<file path="config.mk">
export PLATFORM = sky130hd
export DESIGN_NAME = d8_alu_arbiter
export DESIGN_NICKNAME = d
export VERILOG_FILES = /design/src/rtl/d8_alu_arbiter.sv
export SDC_FILE = /design/constraint.sdc
export NUM_CORES = 1
export LEC_CHECK = 0
export CELL_PAD_IN_SITES_DETAIL_PLACEMENT = 0
export CELL_PAD_IN_SITES_GLOBAL_PLACEMENT = 1
export CORE_AREA = 5 5 85 87
export CTS_CLUSTER_DIAMETER = 50
export DETAILED_ROUTE_END_ITERATION = 12
export DIE_AREA = 0 0 90 92
export GPL_ROUTABILITY_DRIVEN = 0
export PLACE_DENSITY = 0.82
export SYNTH_ARGS = -nofsm -noshare
export SYNTH_HDL_FRONTEND = slang
export SYNTH_SLANG_ARGS = --single-unit
</file>
<file path="constraint.sdc">
create_clock -name sys_clk -period 2.7 [get_ports sys_clk]
set_input_delay 0.54 -clock sys_clk [delete_from_list [all_inputs] [get_ports sys_clk]]
set_output_delay 0.54 -clock sys_clk [all_outputs]
set_load 0.05 [all_outputs]
</file>
<file path="src/rtl/d8_alu_arbiter.sv">
// d8_alu_arbiter: shares one d8 ALU between two requesters.
// Round-robin grant, opcode decode, operand drive, fixed-latency wait, and a
// single-cycle response (result or illegal-op error) back to the winner.
module d8_alu_arbiter #(
  parameter int W       = 8,
  parameter int ALU_LAT = 1
) (
  input  logic         sys_clk,
  input  logic         sys_rst,
  // requester 0
  input  logic         req0_valid,
  output logic         req0_ready,
  input  logic [7:0]   req0_op,
  input  logic [W-1:0] req0_a,
  input  logic [W-1:0] req0_b,
  output logic         resp0_valid,
  output logic [W-1:0] resp0_data,
  output logic         resp0_err,
  // requester 1
  input  logic         req1_valid,
  output logic         req1_ready,
  input  logic [7:0]   req1_op,
  input  logic [W-1:0] req1_a,
  input  logic [W-1:0] req1_b,
  output logic         resp1_valid,
  output logic [W-1:0] resp1_data,
  output logic         resp1_err,
  // ALU datapath
  output logic [2:0]   alu_ctrl,
  output logic [W-1:0] alu_a,
  output logic [W-1:0] alu_b,
  input  logic [W-1:0] alu_result
);

  localparam logic [1:0] ST_IDLE = 2'd0;
  localparam logic [1:0] ST_EXEC = 2'd1;
  localparam logic [1:0] ST_RESP = 2'd2;

  // Counter is at least one bit wide so ALU_LAT = 1 still elaborates.
  localparam int            CW       = (ALU_LAT > 1) ? $clog2(ALU_LAT) : 1;
  localparam logic [CW-1:0] CNT_LAST = CW'(ALU_LAT - 1);

  logic [1:0]    state_q, state_d;
  logic          last_q, last_d;       // requester granted most recently
  logic          id_q, id_d;           // requester owning the current operation
  logic          illegal_q, illegal_d;
  logic [2:0]    ctrl_q, ctrl_d;
  logic [W-1:0]  a_q, a_d;
  logic [W-1:0]  b_q, b_d;
  logic [CW-1:0] cnt_q, cnt_d;
  logic [W-1:0]  result_q, result_d;

  logic          take;
  logic          grant_id;
  logic [7:0]    sel_op;
  logic [W-1:0]  sel_a, sel_b;
  logic [2:0]    sel_code;
  logic          resp_fire;

  // Opcode to ALU control; 000 doubles as the "illegal" marker.
  function automatic logic [2:0] decode_op(input logic [7:0] op);
    case (op)
      8'h01:   decode_op = 3'b001;
      8'h02:   decode_op = 3'b010;
      8'h03:   decode_op = 3'b011;
      8'h04:   decode_op = 3'b100;
      default: decode_op = 3'b000;
    endcase
  endfunction

  // Round-robin grant: a lone requester wins, a tie goes to the one not served last.
  always_comb begin
    grant_id = (req0_valid && req1_valid) ? ~last_q : req1_valid;
    take     = (state_q == ST_IDLE) && (req0_valid || req1_valid) && !sys_rst;
    sel_op   = grant_id ? req1_op : req0_op;
    sel_a    = grant_id ? req1_a  : req0_a;
    sel_b    = grant_id ? req1_b  : req0_b;
    sel_code = decode_op(sel_op);
  end

  assign req0_ready = take && !grant_id;
  assign req1_ready = take &&  grant_id;

  // Next-state logic for the IDLE -> EXEC -> RESP sequence.
  always_comb begin
    // NOTE: every signal gets a default first so no path leaves one unassigned (no latches).
    state_d   = state_q;
    last_d    = last_q;
    id_d      = id_q;
    illegal_d = illegal_q;
    ctrl_d    = ctrl_q;
    a_d       = a_q;
    b_d       = b_q;
    cnt_d     = cnt_q;
    result_d  = result_q;
    case (state_q)
      ST_IDLE: begin
        if (take) begin
          last_d = grant_id;
          id_d   = grant_id;
          if (sel_code != 3'b000) begin
            // Operands only move for legal ops, so the ALU is never driven otherwise.
            illegal_d = 1'b0;
            ctrl_d    = sel_code;
            a_d       = sel_a;
            b_d       = sel_b;
            cnt_d     = '0;
            state_d   = ST_EXEC;
          end else begin
            illegal_d = 1'b1;
            result_d  = '0;
            state_d   = ST_RESP;
          end
        end
      end
      ST_EXEC: begin
        if (cnt_q == CNT_LAST) begin
          result_d = alu_result;
          cnt_d    = '0;
          state_d  = ST_RESP;
        end else begin
          cnt_d = cnt_q + 1'b1;
        end
      end
      ST_RESP: state_d = ST_IDLE;
      default: state_d = ST_IDLE;
    endcase
  end

  // State registers with synchronous reset; a reset mid-operation simply aborts it.
  always_ff @(posedge sys_clk) begin
    // NOTE: sequential state uses non-blocking assignments so all registers update together.
    if (sys_rst) begin
      state_q   <= ST_IDLE;
      last_q    <= 1'b1;
      id_q      <= 1'b0;
      illegal_q <= 1'b0;
      ctrl_q    <= 3'b000;
      a_q       <= '0;
      b_q       <= '0;
      cnt_q     <= '0;
      result_q  <= '0;
    end else begin
      state_q   <= state_d;
      last_q    <= last_d;
      id_q      <= id_d;
      illegal_q <= illegal_d;
      ctrl_q    <= ctrl_d;
      a_q       <= a_d;
      b_q       <= b_d;
      cnt_q     <= cnt_d;
      result_q  <= result_d;
    end
  end

  // ALU control is only live in EXEC; operands hold their last value elsewhere.
  assign alu_ctrl = (state_q == ST_EXEC) ? ctrl_q : 3'b000;
  assign alu_a    = a_q;
  assign alu_b    = b_q;

  // Response pulse steered to the owning requester only.
  assign resp_fire   = (state_q == ST_RESP);
  assign resp0_valid = resp_fire && !id_q;
  assign resp1_valid = resp_fire &&  id_q;
  assign resp0_data  = resp0_valid ? result_q : '0;
  assign resp1_data  = resp1_valid ? result_q : '0;
  assign resp0_err   = resp0_valid && illegal_q;
  assign resp1_err   = resp1_valid && illegal_q;

endmodule
</file>
---- Word-level counts from Yosys, hierarchy flattened ----
Cells that the tools add are included.
operators by class
  $add $sub $neg .......................... 1
  equality and inequality tests ........... 10
  muxes and demuxes ....................... 21
  bitwise gates (word level) .............. 1
  reduce and logical (&&, ||, !) cells .... 21
operators with widths
  cell                                            count
  2-to-1 mux 8 bit                                8
  == test 8 x 2 -> 1 bit (second input constant)  2
  case mux 8 bit (2 select lines)                 1
  case mux 3 bit (4 select lines)                 1
  logical AND 1 bit                               9
  == test 8 x 1 -> 1 bit (second input constant)  1
  == test 8 x 3 -> 1 bit (second input constant)  1
  2-to-1 mux 2 bit                                3
  != test 2 bit (second input constant)           3
  AND reduction 3 bit                             2
  2-to-1 mux 1 bit                                5
  case mux 2 bit (2 select lines)                 1
  AND reduction 2 bit                             2
  AND reduction 4 bit                             1
  logical NOT 1 bit                               3
  2-to-1 mux 3 bit                                1
  nonzero test 3 bit                              1
  == test 2 x 1 -> 1 bit (second input constant)  1
  == test 2 bit (second input constant)           1
  logical NOT 2 bit                               1
  != test 2 x 1 -> 1 bit (second input constant)  1
  case mux 1 bit (2 select lines)                 1
  nonzero test 2 bit                              1
  adder 1 bit (second input constant)             1
  other kinds (2)                                 2
storage, ports and cells
  register bits ........................... 33
  word-level logic and storage cells ...... 63

---- Logic depth before layout (Yosys ltp) ----
  depth after elaboration ................. 9
  depth in mapped cells ................... 6

---- Worst setup path before layout ----
Ideal clock, no wire load.
  kind .................................... reg-to-output
  start point ............................. register state_q[1]
  end point ............................... output resp0_data[0]
  arrival time ............................ 2.707 ns
  required time ........................... 2.160 ns
  path slack .............................. -0.547 ns
  stages on the path, launching flop included .. 4
  path buffers ............................ 1
  path through ............................ dfxtp_1 -> clkbuf_1 -> nor3b_1 -> and2_1
on the way
  word-level cells in the longest chain between the ends .. 3
ends and longest elaborated chain
  what                    line  RTL
  start, declared         43    logic [1:0] state_q, state_d;
  start signal, assigned  144   state_q <= state_d;
  == test 2 bit           162   assign resp_fire = (state_q == ST_RESP);
  logical AND 1 bit       163   assign resp0_valid = resp_fire && !id_q;
  net resp0_valid         16    output logic resp0_valid,
  2-to-1 mux 8 bit        165   assign resp0_data = resp0_valid ? result_q : '0;
  end, declared           17    output logic [W-1:0] resp0_data,
The timed path passes the listed nets, and every way through them passes these cells.

---- Worst setup path after layout ----
  start point ............................. input req0_op[4]
  end point ............................... register ctrl_q[0]
on the way
  word-level cells in the longest chain between the ends .. 5
  elaborated cells on any way between the ends .. 8
ends and longest elaborated chain
  what                                                  line  RTL
  start, declared                                       13    input logic [7:0] req0_op,
  2-to-1 mux 8 bit (*)                                  75    sel_op = grant_id ? req1_op : req0_op;
  == test 8 x 3 -> 1 bit, or another cell as far along  62    case (op)
  case mux 3 bit (4 select lines) (*)                   62
  nonzero test 3 bit                                    101   if (sel_code != 3'b000) begin
  AND reduction 3 bit (no source line)                  -
  end signal, assigned                                  148   ctrl_q <= ctrl_d;
  end, declared                                         47    logic [2:0] ctrl_q, ctrl_d;
Every way passes the cells marked *; elsewhere a longest branch is shown, timed or not.
A chain may end at the register's enable or synchronous reset.

==> metrics.md <==
| Metric | Value |
|---|---|
| Area grow syn2layout | 78.0% |
| Die Wd | 90 um |
| Most common cell after layout, fill and taps aside | clkdlybuf4s50_1 |
| Ys flop type | dfxtp_1 |
| Hold Vio Cnt, Final | 0 |
| CP Data Arrival Time | 2.40 ns |
| N_diodes | 0 |
| TritonRoute pass-1 iters | 4 |
| VDD IR-drop max | ~0.18 mV |
| Relative slew slack | 0.651 |
| Clk_lat worst skew | 0.28 ns |
| Mapped Nets | 275 |
| Drt wl/cell | about 14 um |
| Crit-path max FO | 4 |
| Worst setup EP type | register |
| Core Util, Final | 0.485 |
| Total power | 1.17 mW |
| Post-CTS Resized | 0 |
| Chip Height | slightly above 90 um |
| DP Area | 2940 um^2 |
| Largest net degree at the start of global routing | 34 |
| Ys Warns | 0 |
| Clock transition at path regs | approximately 0.070 ns |
| Total track usage | 0.130 |
| First-pass GRT wire length | 8920 um |
| Drt via density | 4.82 |
| Dpl ws | 0.182 ns |
| Drt drc | 0 |
| Count of cell types in the netlist | 37 |
| Core footprint | between 6000 and 7000 um^2 |
| Row cnt | 29 |
| Data required time at the worst endpoint | around 2.9 ns |
| Syn Area/Cell | 7.95 um^2 |
| CTS tree | yes |
| ANT nets after route | 0 |
| Worst setup margin | 0.474 ns |
| WHS | between 0.4 and 0.5 ns |
| Clock skew | 0.00303 ns |
| Post-synth ARST share | 0 |
| Most frequent cells in the layout | clkdlybuf4s50_1 (75), nand2_1 (38), dfxtp_1 (32), and2_1 (22), nor2_1 (20) |
| Clock H-tree levels | 2 |
| Final worst path period need | around 2.2 ns |
| Cell Pwr Density | 383 nW/um^2 |
| Lkg Pwr | 1.12 nW |
| Num CTS Buffers | 5 |
| Post-synthesis sequential area ratio | 0.375 |
| Hold Path Stages | 2 |
| RSZ-0062 raised after global routing | no |
| IO buf count | 100 |
| Count of final setup violators | 0 |
| Setup TNS | 0 ns |
| Fin cells | 393 |
| Post-Synthesis Cells | 215 |
| Placed Instances | 385 |
| Number of global-route vias before repair | 1871 |
| Critical path type | input pin to register |
| Die Footprint | 8280 um^2 |
| Hold Crit Class | register to register |
| Maxcap violations | 0 |
| Worst-Margin Slew | between 0.5 and 0.6 ns |
| Vias post-DR | 1894 |
| Yosys reg bits | 32 |
| Crit share post-route | 0.825 |
| GRT Residual Overflow | 0 |
| Critical Path Start Type | input pin |
| Initial core utilization | 0.272 |
| Finished layout cell area | 3040 um^2 |
| Initial antenna violation count | 0 |
| Clock buffer depth | 2 |
| Setup Buffers After CTS | 0 |
| Share of post-route cells with drive strength above 1 | 0.158 |
| Run status | complete, no violations |
| FMAX | 449 MHz |
| Number of enable flip-flop cells after synthesis | 0 |
| Worst-case reg-to-reg path depth | 6 |
| Root buf cell | clkbuf_8 |
| Final nets | 375 |
| Routed wire length | 5460 um |
| Fill count | between 600 and 700 |
| DP HPWL | 4210 um |
| Starting DRT DRC Count | 52 |
| Slew Limit Fails | 0 |
| Clock Sink Count | 32 |
| # IOs | a little over 100 |
| Cell area after synthesis | 1710 um^2 |
| Hold buffer count at cts | 0 |
[where the power goes]
part           leakage (nW)  internal [mW]  switching [mW]  total, mW
combinational         0.807          0.122           0.106      0.228
sequential            0.259          0.480         0.00636      0.487
clock                0.0552          0.274           0.178      0.451
[logic make-up after synthesis]
group | count (synthesis) | synth area share
AOI/OAI and AO/OA | 49 | 0.211
muxes | 3 | 0.0190
buffers and inverters | 19 | 0.0447
DFF | 32 | 0.375
and+or+nand+nor | 112 | 0.351
[layout make-up]
cell class / count / area (um^2) / area share
Tap cell: 77 / 96.3 / 0.0317
Clock inverter: 2 / 35.0 / 0.0115
Multi-Input combinational cell: 164 / 1000 / 0.329
Clock buffer: 6 / 72.6 / 0.0238
Sequential cell: 32 / 641 / 0.211
Timing Repair Buffer: 107 / 1180 / 0.387
Inverter: 5 / 18.8 / 0.00617
[synth_stat cells, types with 2 or more instances]
master / n / area (um^2)
nand2_1: 38 / 143
buf_2: 4 / 20.0
or3b_1: 8 / 70.1
inv_1: 4 / 15.0
nor3_1: 3 / 15.0
nor2b_1: 3 / 18.8
nand4_1: 2 / 12.5
mux2_1: 2 / 22.5
or3_1: 3 / 18.8
o21ai_0: 3 / 15.0
and2_1: 22 / 138
dfxtp_1: 32 / 641
nor2_1: 20 / 75.1
a22oi_1: 8 / 60.1
a21oi_1: 11 / 55.1
a21bo_2: 2 / 20.0
a311oi_1: 16 / 140
a211oi_1: 2 / 15.0
clkbuf_1: 8 / 30.0
nand3_1: 5 / 25.0
buf_1: 2 / 7.51
o21ai_1: 2 / 10.0
[final timing paths]
kind / start / end / slack, ns
setup / recovery: req0_op[4] / ctrl_q[0] / 0.47
hold / removal: id_q / id_q / 0.48
hold reg to reg: id_q / id_q / 0.48
setup reg to reg: state_q[0] / result_q[7] / 0.86
[layer usage]
| metal | up-vias | GRT usage | part of all wire |
|---|---|---|---|
| li1 | 964 | - | - |
| met1 | 855 | 0.143 | 0.40 |
| met2 | 71 | 0.230 | 0.50 |
| met3 | 4 | 0.0581 | 0.093 |
| met4 | 0 | 0.0335 | 0.0062 |
| met5 | - | 0 | 0 |
[critical path, stage by stage]
cell             delay (ns)
clkdlybuf4s50_1        0.44
nor4_4                 0.39
nand4_2                0.19
or3_1                  0.36
o21ai_1                0.14
mux2_1                 0.34
[state kept, by name, indices dropped and copies added (netlist names)]
signal / count
alu_b: 8
result_q: 8
state_q: 2
illegal_q: 1
last_q: 1
ctrl_q: 3
id_q: 1
alu_a: 8
Power figures use the tool's default switching activity.
